File: src/rtl/threadbrain_pkg.sv
// Shared definitions for the threadbrain core: opcodes, NOP word,
// fetch state encoding and the default instruction address width.
package threadbrain_pkg;

   localparam int unsigned ADDR_W_DEF = 12;

   localparam logic [3:0] OP_PLUS  = 4'h1;
   localparam logic [3:0] OP_MINUS = 4'h2;
   localparam logic [3:0] OP_INC   = 4'h3;
   localparam logic [3:0] OP_DEC   = 4'h4;
   localparam logic [3:0] OP_BRZ   = 4'h5;
   localparam logic [3:0] OP_BR    = 4'h6;
   localparam logic [3:0] OP_SYNC  = 4'h8;
   localparam logic [3:0] OP_PRINT = 4'h9;
   localparam logic [3:0] OP_HALT  = 4'hF;

   localparam logic [15:0] NOP = 16'h0000;

   typedef enum logic [1:0] {
      ST_IDLE   = 2'd0,
      ST_RUN    = 2'd1,
      ST_HALTED = 2'd2
   } fetch_state_e;

endpackage

File: src/rtl/fetch_perf.sv
// Saturating pair of fetch-stage performance counters: delivered
// instructions and bubble cycles while the stage is running.
module fetch_perf (
   input  logic        clk,
   input  logic        rst_n,
   input  logic        run_i,
   input  logic        nop_i,
   input  logic        stall_i,
   output logic [31:0] ins_cnt_o,
   output logic [31:0] bub_cnt_o
);

   logic [31:0] ins_q, ins_d;
   logic [31:0] bub_q, bub_d;

   // Classify the current RUN cycle and bump the matching counter, saturating at all-ones.
   always_comb begin
      ins_d = ins_q;
      bub_d = bub_q;
      if (run_i) begin
         if (!nop_i && !stall_i) begin
            if (ins_q != '1) ins_d = ins_q + 32'd1;
         end else begin
            if (bub_q != '1) bub_d = bub_q + 32'd1;
         end
      end
   end

   // Counter registers.
   always_ff @(posedge clk or negedge rst_n) begin
      if (!rst_n) begin
         ins_q <= '0;
         bub_q <= '0;
      end else begin
         ins_q <= ins_d;
         bub_q <= bub_d;
      end
   end

   assign ins_cnt_o = ins_q;
   assign bub_cnt_o = bub_q;

endmodule

File: src/rtl/fetch_stage.sv
// Instruction fetch stage: owns the pc, drives the synchronous ROM and
// hands one instruction per cycle to the ALU, handling redirect, SYNC
// replay, fork start and HALT.
// Optional macro FETCH_PERF_EN adds perf_ins / perf_bubbles counters.
module fetch_stage
   import threadbrain_pkg::*;
#(
   parameter int unsigned ADDR_W   = ADDR_W_DEF,
   parameter bit          BOOT_RUN = 1'b0
) (
   input  logic              clk,
   input  logic              rst_n,
   output logic [ADDR_W-1:0] imem_addr,
   output logic              imem_rd,
   input  logic [15:0]       imem_data,
   input  logic              branch_en,
   input  logic [15:0]       branch_val,
   input  logic              stall,
   input  logic              fork_en,
   input  logic [15:0]       fork_pc,
   output logic [15:0]       ins_out,
   output logic [ADDR_W-1:0] pc_out,
   output logic              running,
   output logic              halted
`ifdef FETCH_PERF_EN
   ,
   output logic [31:0]       perf_ins,
   output logic [31:0]       perf_bubbles
`endif
);

   localparam fetch_state_e RST_STATE = BOOT_RUN ? ST_RUN : ST_IDLE;

   fetch_state_e      state_q, state_d;
   logic [ADDR_W-1:0] pc_q, pc_d;
   logic [ADDR_W-1:0] ra_q, ra_d;
   logic              fvalid_q, fvalid_d;
   logic [ADDR_W-1:0] faddr_q, faddr_d;
   logic [15:0]       replay_q, replay_d;
   logic [ADDR_W-1:0] rpc_q, rpc_d;

   logic [15:0]       ins_sel;
   logic [ADDR_W-1:0] addr_sel;
   logic              run;

   assign run       = (state_q == ST_RUN);
   assign imem_addr = pc_q;
   assign imem_rd   = run;
   assign running   = run;
   assign halted    = (state_q == ST_HALTED);

   // Select the word handed to the ALU this cycle and the address it came from.
   always_comb begin
      ins_sel  = NOP;
      addr_sel = '0;
      if (run && !branch_en) begin
         if (stall) begin
            ins_sel  = replay_q;
            addr_sel = rpc_q;
         end else if (fvalid_q) begin
            ins_sel  = imem_data;
            addr_sel = faddr_q;
         end
      end
   end

   assign ins_out = ins_sel;
   assign pc_out  = (ins_sel == NOP) ? '0 : addr_sel;

   // Next-state: fork > branch > stall > sequential fetch.
   always_comb begin
      state_d  = state_q;
      pc_d     = pc_q;
      ra_d     = ra_q;
      fvalid_d = fvalid_q;
      faddr_d  = faddr_q;
      replay_d = replay_q;
      rpc_d    = rpc_q;
      case (state_q)
         ST_IDLE, ST_HALTED: begin
            replay_d = NOP;
            rpc_d    = '0;
            if (fork_en) begin
               state_d  = ST_RUN;
               pc_d     = fork_pc[ADDR_W-1:0];
               ra_d     = fork_pc[ADDR_W-1:0];
               fvalid_d = 1'b0;
            end
         end
         ST_RUN: begin
            if (branch_en) begin
               pc_d     = branch_val[ADDR_W-1:0];
               ra_d     = branch_val[ADDR_W-1:0];
               fvalid_d = 1'b0;
               replay_d = NOP;
               rpc_d    = '0;
            end else if (stall) begin
               // Refetch the oldest undelivered word; replay register holds.
               pc_d     = ra_q;
               fvalid_d = 1'b0;
            end else begin
               pc_d     = pc_q + ADDR_W'(1);
               ra_d     = pc_q;
               faddr_d  = pc_q;
               fvalid_d = 1'b1;
               replay_d = ins_sel;
               rpc_d    = pc_out;
               if (ins_sel[15:12] == OP_HALT) state_d = ST_HALTED;
            end
         end
         default: state_d = ST_IDLE;
      endcase
   end

   // State registers; reset discards any in-flight ROM word.
   always_ff @(posedge clk or negedge rst_n) begin
      if (!rst_n) begin
         state_q  <= RST_STATE;
         pc_q     <= '0;
         ra_q     <= '0;
         fvalid_q <= 1'b0;
         faddr_q  <= '0;
         replay_q <= NOP;
         rpc_q    <= '0;
      end else begin
         state_q  <= state_d;
         pc_q     <= pc_d;
         ra_q     <= ra_d;
         fvalid_q <= fvalid_d;
         faddr_q  <= faddr_d;
         replay_q <= replay_d;
         rpc_q    <= rpc_d;
      end
   end

`ifdef FETCH_PERF_EN
   fetch_perf u_perf (
      .clk       (clk),
      .rst_n     (rst_n),
      .run_i     (run),
      .nop_i     (ins_sel == NOP),
      .stall_i   (stall),
      .ins_cnt_o (perf_ins),
      .bub_cnt_o (perf_bubbles)
   );
`endif

endmodule

File: config.mk
export PLATFORM = sky130hd
export DESIGN_NAME = fetch_stage
export DESIGN_NICKNAME = d
export VERILOG_FILES = /design/src/rtl/threadbrain_pkg.sv /design/src/rtl/fetch_perf.sv /design/src/rtl/fetch_stage.sv
export SDC_FILE = /design/constraint.sdc
export NUM_CORES = 1
export LEC_CHECK = 0
export CAP_MARGIN = 15
export CORE_MARGIN = 2
export CORE_UTILIZATION = 44
export DETAILED_ROUTE_END_ITERATION = 6
export PLACE_DENSITY_LB_ADDON = 0.3
export SLEW_MARGIN = 20
export SYNTH_ARGS = -nofsm -noshare
export SYNTH_HDL_FRONTEND = slang
export SYNTH_HIERARCHICAL = 1
export SYNTH_SLANG_ARGS = --single-unit
File: constraint.sdc
create_clock -name clk -period 1.7 [get_ports clk]
set_input_delay 0.17 -clock clk [delete_from_list [all_inputs] [get_ports clk]]
set_output_delay 0.17 -clock clk [all_outputs]
set_load 0.02 [all_outputs]
# After elaboration in Yosys (flattened, before gate mapping)
# Index checks and enable logic that the tools add are counted.
# W data, S select, Z words.
# word_totals
wordCells	58
register_bits	67
memories	0
latchBits	0
ram_bits	0
romBits	0
out_inout_bits	43
# classes
multipliers	0
reduce_logical	11
n_bitwise	2
n_eq_ne	8
mux	29
magnitude_cmp	0
add_sub_neg	1
shifts	0
div	0
# ops
op	count
$mux W12	11
$mux W16	5
$pmux W12 S2	3
$pmux W16 S2	1
$logic_not A16 Y1	1
$add A12 B1 Y12 const B	1
$mux W2	4
$ne A2 B2 Y1 const B	3
$reduce_and A3 Y1	2
$eq A4 B4 Y1 const B	1
$pmux W2 S2	1
$reduce_and A2 Y1	2
$reduce_and A4 Y1	1
$mux W1	3
$ne A3 B3 Y1 const B	1
$eq A2 B1 Y1 const B	1
$eq A2 B2 Y1 const B	1
$logic_not A2 Y1	1
$ne A2 B1 Y1 const B	1
$not A1 Y1	2
$pmux W1 S2	1
$reduce_bool A2 Y1	1
$reduce_or A2 Y1	1
$logic_and A1 B1 Y1	1
$logic_not A1 Y1	1

# Depth between registers and ports, before layout
# Gate-level depths: netlist (run 1).
# depth
ltp_word	8
depth_mapped	8

# Least setup slack after synthesis (run 1)
# OpenSTA, ideal clock, no wires.
# synth_path
path_kind	flip-flop to output port
start	reg state_q[1]
end	out pc_out[0]
arrival_time_ns	1.699
path_stages_with_launch	7
required_time_ns	1.530
slack_ns	-0.169
cell_sequence	dfrtp_1 > buf_2 > and4bb_2 > buf_2 > buf_1 > nand2_1 > a21oi_1
# synth_between
elab_chain_len	5
elab_cells_between_ends	6
cone_classes	eq/ne (1); mux (3); reduce/logical (2)
# synth_lines
element	line	text
start: declaration	fetch_stage.sv:34	fetch_state_e state_q, state_d;
start signal: assignment	fetch_stage.sv:126	state_q <= state_d;
$eq A2 B1 Y1 *	fetch_stage.sv:46	assign run = (state_q == ST_RUN);
$logic_and A1 B1 Y1 *	fetch_stage.sv:56	if (run && !branch_en) begin
$mux W16	fetch_stage.sv:56	
$logic_not A16 Y1	fetch_stage.sv:68	assign pc_out = (ins_sel == NOP) ? '0 : addr_sel;
$mux W12 *	fetch_stage.sv:68	
end: declaration	fetch_stage.sv:22	output logic [ADDR_W-1:0] pc_out,
# Every way passes the cells marked *; elsewhere a longest branch is shown, timed or not.

# Final worst setup path (run 1)
# layout_path
start	in imem_data[11]
end	out pc_out[3]
# layout_between
elab_chain_len	5
# layout_lines
element	line	text
start: declaration	fetch_stage.sv:15	input logic [15:0] imem_data,
$mux W16	fetch_stage.sv:60	end else if (fvalid_q) begin
$mux W16	fetch_stage.sv:57	if (stall) begin
$mux W16	fetch_stage.sv:56	
$logic_not A16 Y1	fetch_stage.sv:68	
$mux W12	fetch_stage.sv:68	
# No other way between the ends.

==> flow_summary.json, run 1 <==
{
  "dp_hpwl_um": 8260,
  "rows": 33,
  "end_kind": "output port",
  "whs_ns": 0.296,
  "max_slew_margin": 0.679,
  "cts_buffer_depth": 2,
  "antennaDiodeCount": 0,
  "syn_area_per_cell_um2": 8.84,
  "ys_ff_latch": 67,
  "p_per_area_nw_per_um2": 1370,
  "drt-initial-drc-count": 482,
  "grt_overflow": 0,
  "crit_fanout": 6,
  "num_vias": 4525,
  "tightestPinTransition_ns": 0.482,
  "vias_per_cell": 6.34,
  "async_flop_share": 1.00,
  "multiInputGateArea_um2": 2510,
  "hp-class": "input port to async pin",
  "layout-drive-gt1-share": 0.461,
  "grt_pass1_wl_um": 21000,
  "core-area_um2": 8180,
  "regArea_um2": 1680,
  "clock.fmax_mhz": 429,
  "final_common_cell": "buf_4",
  "fin_setup_tns_ns": -18.39,
  "peakVddDrop_v": 0.00101,
  "routed_wl_um": 15800,
  "syn2layout_area_growth_pct": 81.8,
  "final_cells": 714,
  "rsz0062_at_grt": "yes",
  "violations": "DRC, setup timing",
  "placed_area_um2": 5480,
  "ios": 96,
  "grt_pass1_vias": 4179,
  "synthFlopType": "dfrtp_1",
  "final_hold_viol_count": 0,
  "setup_violations": 73,
  "antenna_left": 0,
  "wire_per_inst_um": 22.2,
  "postLayoutCellArea_um2": 6740,
  "finalPower_mw": 9.23,
  "maxSlewViolCount": 0,
  "cts_sinks": 67,
  "syn-instance-count": 419,
  "layout.nets": 658,
  "io_buffers": 87,
  "yosysSeqAreaShare": 0.452,
  "start_util": 0.453,
  "grt_max_degree": 29,
  "fillers": 418,
  "synth_fp_nets": 473,
  "cts.reportedPaths.clkPinSlew_ns": 0.08,
  "final_cell_mix": "buf_4 (79), nand2_1 (69), dfrtp_1 (63)",
  "start_kind": "input port",
  "antenna_found_initial": 0,
  "grt.total_usage": 0.301,
  "max_cap_viol_count": 0,
  "status": "finished, violations left",
  "path_class": "input port to output port",
  "fin_crit_sh": 1.37,
  "cts_buffers": 9,
  "dp_cells": 658,
  "synth.lib_cells_used.distinct": 55,
  "power_leakage_nw": 2.95,
  "die_y_um": 95.8,
  "cp.required_ns": 1.53,
  "first_pass_iters": 7,
  "critPathArrivalTime_ns": 2.16,
  "drc_errors": 4,
  "fin_crit_ns": 2.33,
  "clock_latency_ns": 0.36,
  "setup_ws_ns": -0.630,
  "synth-edff-count": 0,
  "utilization": 0.824,
  "gp_congestion": 0.902,
  "syn_area_um2": 3710,
  "synth_warnings": 6,
  "dieWidth_um": 95.8,
  "pre_cts_slack_ns": -0.861,
  "root_buffer": "clkbuf_8",
  "fin_skew_ns": 0.0104,
  "dieArea_um2": 9170,
  "cts_tree": "built",
  "htreeDepth": 3
}
==> worst paths after layout <==
check | end | from | cells past startpoint | slack [ns]
worst max-delay path | pc_out[3] | imem_data[11] | 8 | -0.63
worst min-delay path | replay_q[8] | rst_n | 2 | 0.30
worst max register to register | imem_addr[2] | state_q[0] | 9 | -0.25
worst min register to register | faddr_q[6] | faddr_q[6] | 2 | 0.49
max in group asynchronous | imem_addr[0] | rst_n | 3 | 0.86
min in group clk | ra_q[0] | branch_val[0] | 3 | 0.46
==> per-layer routing <==
layer,share of wire,global-route usage,vias to the layer above
li1,-,-,1912
met1,0.37,0.390,2213
met2,0.50,0.502,320
met3,0.086,0.0486,80
met4,0.049,0.125,0
met5,0,0,-
==> final cells by class <==
type / count / area share
sequential: 67 / 0.250
clock inverter: 7 / 0.0149
timing repair buffer: 210 / 0.320
tap: 105 / 0.0195
multi-input combinational: 311 / 0.373
clock buffer: 9 / 0.0184
inverter: 5 / 0.00464
==> logic make-up after synthesis <==
logic type	count (synthesis)	synth area share
compound gates	137	0.258
simple gates	168	0.215
xor+xnor	2	0.00473
buf+inv	41	0.0591
fa+ha+maj	1	0.00338
mux	3	0.00810
flops	67	0.452
==> synthesized netlist by cell type (all sizes together), types with 3 or more instances <==
| cell type | instances | area [um2] |
|---|---|---|
| buf | 24 | 153 |
| o21a | 5 | 37.5 |
| a211oi | 7 | 52.6 |
| nand2 | 94 | 353 |
| a21oi | 28 | 144 |
| nor3 | 7 | 35.0 |
| mux2i | 3 | 30.0 |
| nand4 | 3 | 18.8 |
| o31ai | 6 | 45.0 |
| nor2b | 8 | 50.1 |
| nand2b | 5 | 31.3 |
| nand3 | 8 | 40.0 |
| o32a | 4 | 40.0 |
| a221oi | 8 | 76.3 |
| clkbuf | 12 | 47.6 |
| o21ai | 27 | 139 |
| a22o | 26 | 228 |
| and3 | 5 | 31.3 |
| dfrtp | 67 | 1680 |
| nor2 | 20 | 77.6 |
| inv | 5 | 18.8 |
| a31oi | 9 | 56.3 |
| nor4 | 9 | 56.3 |
| a22oi | 4 | 30.0 |
==> sequential cells by signal, summed over array words and instances (netlist names) <==
name,flops
imem_addr,12
replay_q,16
faddr_q,12
state_q,2
rpc_q,12
ra_q,12
fvalid_q,1
==> where the power goes <==
part / internal (mW) / leakage, nW / switching, mW
clock: 0.836 / 0.102 / 0.726
sequential: 2.10 / 0.857 / 0.571
combinational: 2.39 / 1.99 / 2.61
==> repair_timing <==
action | CTS | global route
gates cloned | 6 | 3
setup buffers | 17 | 21
hold buffers | 1 | 0
endpoints found under the hold margin | 15 | 0
resized for setup | 241 | 111
pin swaps | 28 | 36
endpoints found under the setup margin | 102 | 88
==> critical path, cell delays in order <==
cell and delay (ns):
clkdlybuf4s50_1 0.45, nor4_1 0.40, nand3_1 0.28, a221oi_4 0.36
buf_4 0.18, buf_12 0.14, a21oi_4 0.04, buf_6 0.13
(Power assumes the default switching activity.)
==> run 2, diff against run 1 <==
--- a/config.mk
+++ b/config.mk
@@ -7,7 +7,7 @@
 export LEC_CHECK = 0
 export CAP_MARGIN = 15
 export CORE_MARGIN = 2
-export CORE_UTILIZATION = 44
+export CORE_UTILIZATION = 45
 export DETAILED_ROUTE_END_ITERATION = 6
 export PLACE_DENSITY_LB_ADDON = 0.3
 export SLEW_MARGIN = 20
==> constraint.sdc (replaced) <==
create_clock -name clk -period 2.35 [get_ports clk]
set_input_delay 0.235 -clock clk [delete_from_list [all_inputs] [get_ports clk]]
set_output_delay 0.235 -clock clk [all_outputs]
set_load 0.02 [all_outputs]
==> run 2 against run 1 <==
Effect of this change: the flow now finishes without violations; hold slack improved by 0.0026 ns; final area decreased by 25%; count of clock-buffer cells in the layout increased by 4; critical path depth decreased by 2; worst setup slack improved by 0.73 ns; register-to-register slack improved by 0.48 ns; highest routed layer unchanged.
==> flow_summary.json, run 2 (same netlist as run 1, synthesis figures left out) <==
{
  "max_slew_margin": 0.557,
  "htreeDepth": 3,
  "final_hold_viol_count": 0,
  "cts_sinks": 67,
  "power.switching_mw": 1.99,
  "first_pass_iters": 5,
  "start_kind": "input port",
  "tightestPinTransition_ns": 0.664,
  "core-area_um2": 8090,
  "drc_errors": 0,
  "ios": 96,
  "antennaDiodeCount": 0,
  "antenna_left": 0,
  "comb_power_share": 0.414,
  "num_vias": 3681,
  "cts_tree": "built",
  "met3WireLength_um": 677,
  "fin_skew_ns": 0.00581,
  "dr_wl_met2_um": 4750,
  "top_layer": "met4",
  "fin_setup_tns_ns": 0,
  "reg2reg_slack_ns": 0.23,
  "switching_share": 0.397,
  "cts_buffer_depth": 2,
  "hp-class": "input port to flip-flop",
  "final_cell_mix": "nand2_1 (94), dfrtp_1 (67), clkdlybuf4s50_1 (54)",
  "fin_crit_sh": 0.958,
  "clock.fmax_mhz": 444,
  "layout.nets": 585,
  "cts.reportedPaths.clkPinSlew_ns": 0.07,
  "syn2layout_area_growth_pct": 37.1,
  "setup_violations": 0,
  "intPower_mw": 3.02,
  "largest_reg_flops": 16,
  "maxSlewViolCount": 0,
  "cts_buffers": 9,
  "p_per_area_nw_per_um2": 987,
  "dieWidth_um": 94.8,
  "cp.required_ns": 2.12,
  "p_seq_frac": 0.382,
  "worstRegToRegCells": 7,
  "io_buffers": 87,
  "whs_ns": 0.299,
  "power_leakage_nw": 2.29,
  "wl_met1_um": 4770,
  "grt_pass1_vias": 3340,
  "grt_pass1_wl_um": 16600,
  "antenna_found_initial": 0,
  "rows": 33,
  "drt-initial-drc-count": 255,
  "gp_congestion": 0.796,
  "status": "finished, final reports clean",
  "power.share.clock": 0.204,
  "grt_overflow": 0,
  "clock_latency_ns": 0.35,
  "die_y_um": 94.8,
  "crit_path_start": "stall",
  "final_common_cell": "nand2_1",
  "dieArea_um2": 8980,
  "vias_per_cell": 5.74,
  "wire_per_inst_um": 16.2,
  "dp_hpwl_um": 7190,
  "grt.total_usage": 0.239,
  "critPathArrivalTime_ns": 2.02,
  "r2r-end": "state_q[0]",
  "max_cap_viol_count": 0,
  "end_kind": "output port",
  "fin_crit_ns": 2.25,
  "layout-drive-gt1-share": 0.168,
  "crit_fanout": 21,
  "path_class": "input port to output port",
  "rsz0062_at_grt": "no",
  "largest_register": "replay_q",
  "peakVddDrop_v": 0.000501,
  "endpoint": "ins_out[8]",
  "grt_max_degree": 68,
  "root_buffer": "clkbuf_8",
  "routed_wl_um": 10400,
  "start_util": 0.458,
  "r2r_start": "state_q[1]"
}
run 2: cell count changes in the layout (fill, tap and decap cells not counted), sizes merged:
cell,change
inv,-1
clkbuf,+3
buf,-89
clkdlybuf4s50,+8
dlymetal6s2s,-3
clkinvlp,-1
bufinv,-1
dlygate4sd2,+14
clkinv,-1
clkdlybuf4s15,-1
bufbuf,-1
run 2: stage by stage:
stage	area [um2]	cells	total power, mW	setup slack, ns	utilization
finish	5080	641	5.02	0.0990	0.628
global placement	4880	622	3.91	-0.298	0.603
detailed placement	4880	622	3.97	-0.310	0.603
floorplan	3710	419	3.13	0.416	-
global route	5080	641	5.32	0.0180	0.628
CTS	5130	641	5.00	0.00475	0.634
run 2: repair_timing:
action	in CTS	in global routing
cloned	1	0
hold buffers	1	0
pin swaps	2	2
endpoints found under the setup margin	30	12
buffers inserted	1	0
hold endpoints to repair	67	0
resized for setup	60	17
run 2: layout make-up:
class / instances / area, um2
Clock inverter: 3 / 45.0
Inverter: 5 / 18.8
Timing Repair Buffer: 137 / 1190
Sequential cell: 67 / 1680
Clock buffer: 13 / 169
Fill cell: 707 / 3010
Tap cell: 105 / 131
Multi-Input combinational cell: 311 / 1850
run 2: power groups by stage:
stage	clock network, mW	registers (mW)	logic (mW)
after floorplan	0	1.90	1.24
after global placement	0	1.91	2.01
after detailed placement	0	1.91	2.06
after CTS	1.03	1.90	2.07
after global routing	1.08	1.97	2.27
final	1.02	1.92	2.08
run 2: worst min-delay path by stage:
stage                 startpoint           end  depth (start not counted)
global placement           rst_n   replay_q[4]                          2
floorplan                  rst_n    faddr_q[0]                          0
detailed placement         rst_n  replay_q[11]                          2
CTS                        rst_n  replay_q[11]                          3
finish              imem_data[3]   replay_q[3]                          3
global route        imem_data[3]   replay_q[3]                          3
run 2: per-layer routing:
layer,vias to the layer above,global-route usage
met3,18,0.0399
met4,0,0.0785
met1,1735,0.340
met2,164,0.375
li1,1764,-
met5,-,0
run 2: worst max-delay path, stage by stage:
cell and delay (ns):
clkdlybuf4s50_1 0.51, nor4b_4 0.34, and2_4 0.21, buf_6 0.19
a22o_1 0.18, dlygate4sd2_1 0.34
==> run 3, diff against run 2 <==
--- a/config.mk
+++ b/config.mk
@@ -7,8 +7,9 @@
 export LEC_CHECK = 0
 export CAP_MARGIN = 15
 export CORE_MARGIN = 2
-export CORE_UTILIZATION = 45
+export CORE_UTILIZATION = 55
 export DETAILED_ROUTE_END_ITERATION = 6
+export DONT_BUFFER_PORTS = 1
 export PLACE_DENSITY_LB_ADDON = 0.3
 export SLEW_MARGIN = 20
 export SYNTH_ARGS = -nofsm -noshare
==> run 3 against run 2 <==
Effect of this change: critical path depth stayed put; final cell count is 20% lower; clock power is 10% lower; worst setup slack better by 0.030 ns; largest power group is now registers; final area is 19% lower; sequential share of layout area is 7.5 points higher; via count is 9.6% lower; global-route usage is 3.6 points higher; first-iteration DRC count is 11% higher.
==> flow_summary.json, run 3 (same netlist as run 1, synthesis figures left out) <==
{
  "power_leakage_nw": 1.79,
  "p_per_area_nw_per_um2": 1110,
  "io_buffers": 0,
  "fin_crit_sh": 0.945,
  "dieArea_um2": 7410,
  "die_y_um": 86.1,
  "largest_register": "replay_q",
  "max_slew_margin": 0.613,
  "routed_wl_um": 9690,
  "fin_crit_ns": 2.22,
  "rsz0062_at_grt": "no",
  "dieWidth_um": 86.1,
  "critPathArrivalTime_ns": 1.99,
  "start_kind": "flip-flop",
  "whs_ns": 0.0283,
  "largest_reg_flops": 16,
  "antenna_left": 0,
  "final_common_cell": "nand2_1",
  "clock.fmax_mhz": 450,
  "clock_latency_ns": 0.34,
  "grt_max_degree": 68,
  "cpPeakStageDelay_ns": 0.49,
  "drc_errors": 0,
  "layout.nets": 483,
  "num_vias": 3326,
  "worstPathCellList": "nor4b_4 > and2_2 > buf_12 > nand2_1 > a21oi_1 > buf_4",
  "wire_per_inst_um": 19.0,
  "rows": 29,
  "setup_violations": 0,
  "grt_overflow": 0,
  "fin_skew_ns": 0.00892,
  "cts.reportedPaths.clkPinSlew_ns": 0.07,
  "pre_cts_slack_ns": 0.115,
  "gp_congestion": 0.907,
  "ios": 96,
  "antennaDiodeCount": 0,
  "drt-initial-drc-count": 284,
  "hp-class": "input port to flip-flop",
  "crit_fanout": 38,
  "layout-drive-gt1-share": 0.143,
  "max_cap_viol_count": 0,
  "cp.required_ns": 2.12,
  "peakVddDrop_v": 0.000649,
  "status": "finished, final reports clean",
  "htreeDepth": 3,
  "cts_tree": "built",
  "cts_buffers": 9,
  "placed_area_um2": 3850,
  "grt_pass1_wl_um": 16200,
  "finalPower_mw": 4.58,
  "path_class": "flip-flop to output port",
  "cts_buffer_depth": 2,
  "cpMaxStageDelayCell": "dfrtp_2",
  "setup_ws_ns": 0.129,
  "syn2layout_area_growth_pct": 11.7,
  "dp_hpwl_um": 6420,
  "postLayoutCellArea_um2": 4140,
  "grt_pass1_vias": 3116,
  "start_util": 0.577,
  "maxSlewViolCount": 0,
  "core-area_um2": 6420,
  "fin_setup_tns_ns": 0,
  "cts_sinks": 67,
  "final_hold_viol_count": 0,
  "antenna_found_initial": 0,
  "end_kind": "output port",
  "grt.total_usage": 0.276,
  "vias_per_cell": 6.52,
  "root_buffer": "clkbuf_8",
  "final_cell_mix": "nand2_1 (94), dfrtp_1 (66), buf_4 (30)",
  "tightestPinTransition_ns": 0.579,
  "first_pass_iters": 4
}
==> run 3: changes by cell type in the layout (fill, tap and decap cells not counted), sizes merged, moves of 2 or more <==
cell / change
buf: -28
clkbuf: -4
clkdlybuf4s50: -54
clkinv: +4
dlygate4sd2: -18
dlymetal6s2s: -2
==> run 3: power breakdown <==
group          switching [mW]  internal, mW
clock                   0.439         0.476
sequential              0.478          1.51
combinational           0.995         0.680
==> run 3: timing repair <==
| item | in CTS | in global routing |
|---|---|---|
| hold buffers | 2 | 0 |
| resized for setup | 4 | 5 |
| setup buffers | 1 | 1 |
| pin swaps | 1 | 0 |
| hold endpoints to repair | 67 | 0 |
| endpoints found under the setup margin | 12 | 12 |
==> run 3: metal layers <==
metal,track usage,vias to the layer above,part of all wire
li1,-,1549,-
met2,0.407,162,0.46
met5,0,-,0
met4,0.0808,0,0.0096
met1,0.406,1605,0.44
met3,0.0635,10,0.087
==> run 3: path summary, 6_finish.rpt <==
check	start	end	slack [ns]	cells after the start
min	imem_data[3]	replay_q[3]	0.03	1
min reg2reg	ra_q[11]	ra_q[11]	0.48	2
max	state_q[1]	pc_out[1]	0.13	6
min in group asynchronous	rst_n	replay_q[11]	0.44	2
max in group asynchronous	rst_n	state_q[1]	1.63	2
max reg2reg	state_q[0]	imem_addr[10]	0.35	7
==> run 3: worst max-delay path: cells and delay by family (launching register included) <==
family,cells,cell delay (ns)
flip-flops,1,0.49
AO/OA/AOI/OAI,1,0.18
AND/OR/NAND/NOR,3,0.59
buffers and inverters,2,0.38
==> run 3: cell type report <==
| cell class | count | area (um2) |
|---|---|---|
| Fill cell | 538 | 2280 |
| Clock buffer | 9 | 124 |
| Timing Repair Buffer | 35 | 323 |
| Inverter | 5 | 18.8 |
| Multi-Input combinational cell | 311 | 1840 |
| Tap cell | 77 | 96.3 |
| Sequential cell | 67 | 1680 |
| Clock inverter | 6 | 57.6 |
==> run 3: per-stage QoR <==
stage,cells,utilization
final,510,0.644
after global routing,510,0.644
after CTS,509,0.640
after detailed placement,491,0.599
after global placement,491,0.599
after floorplan,419,-
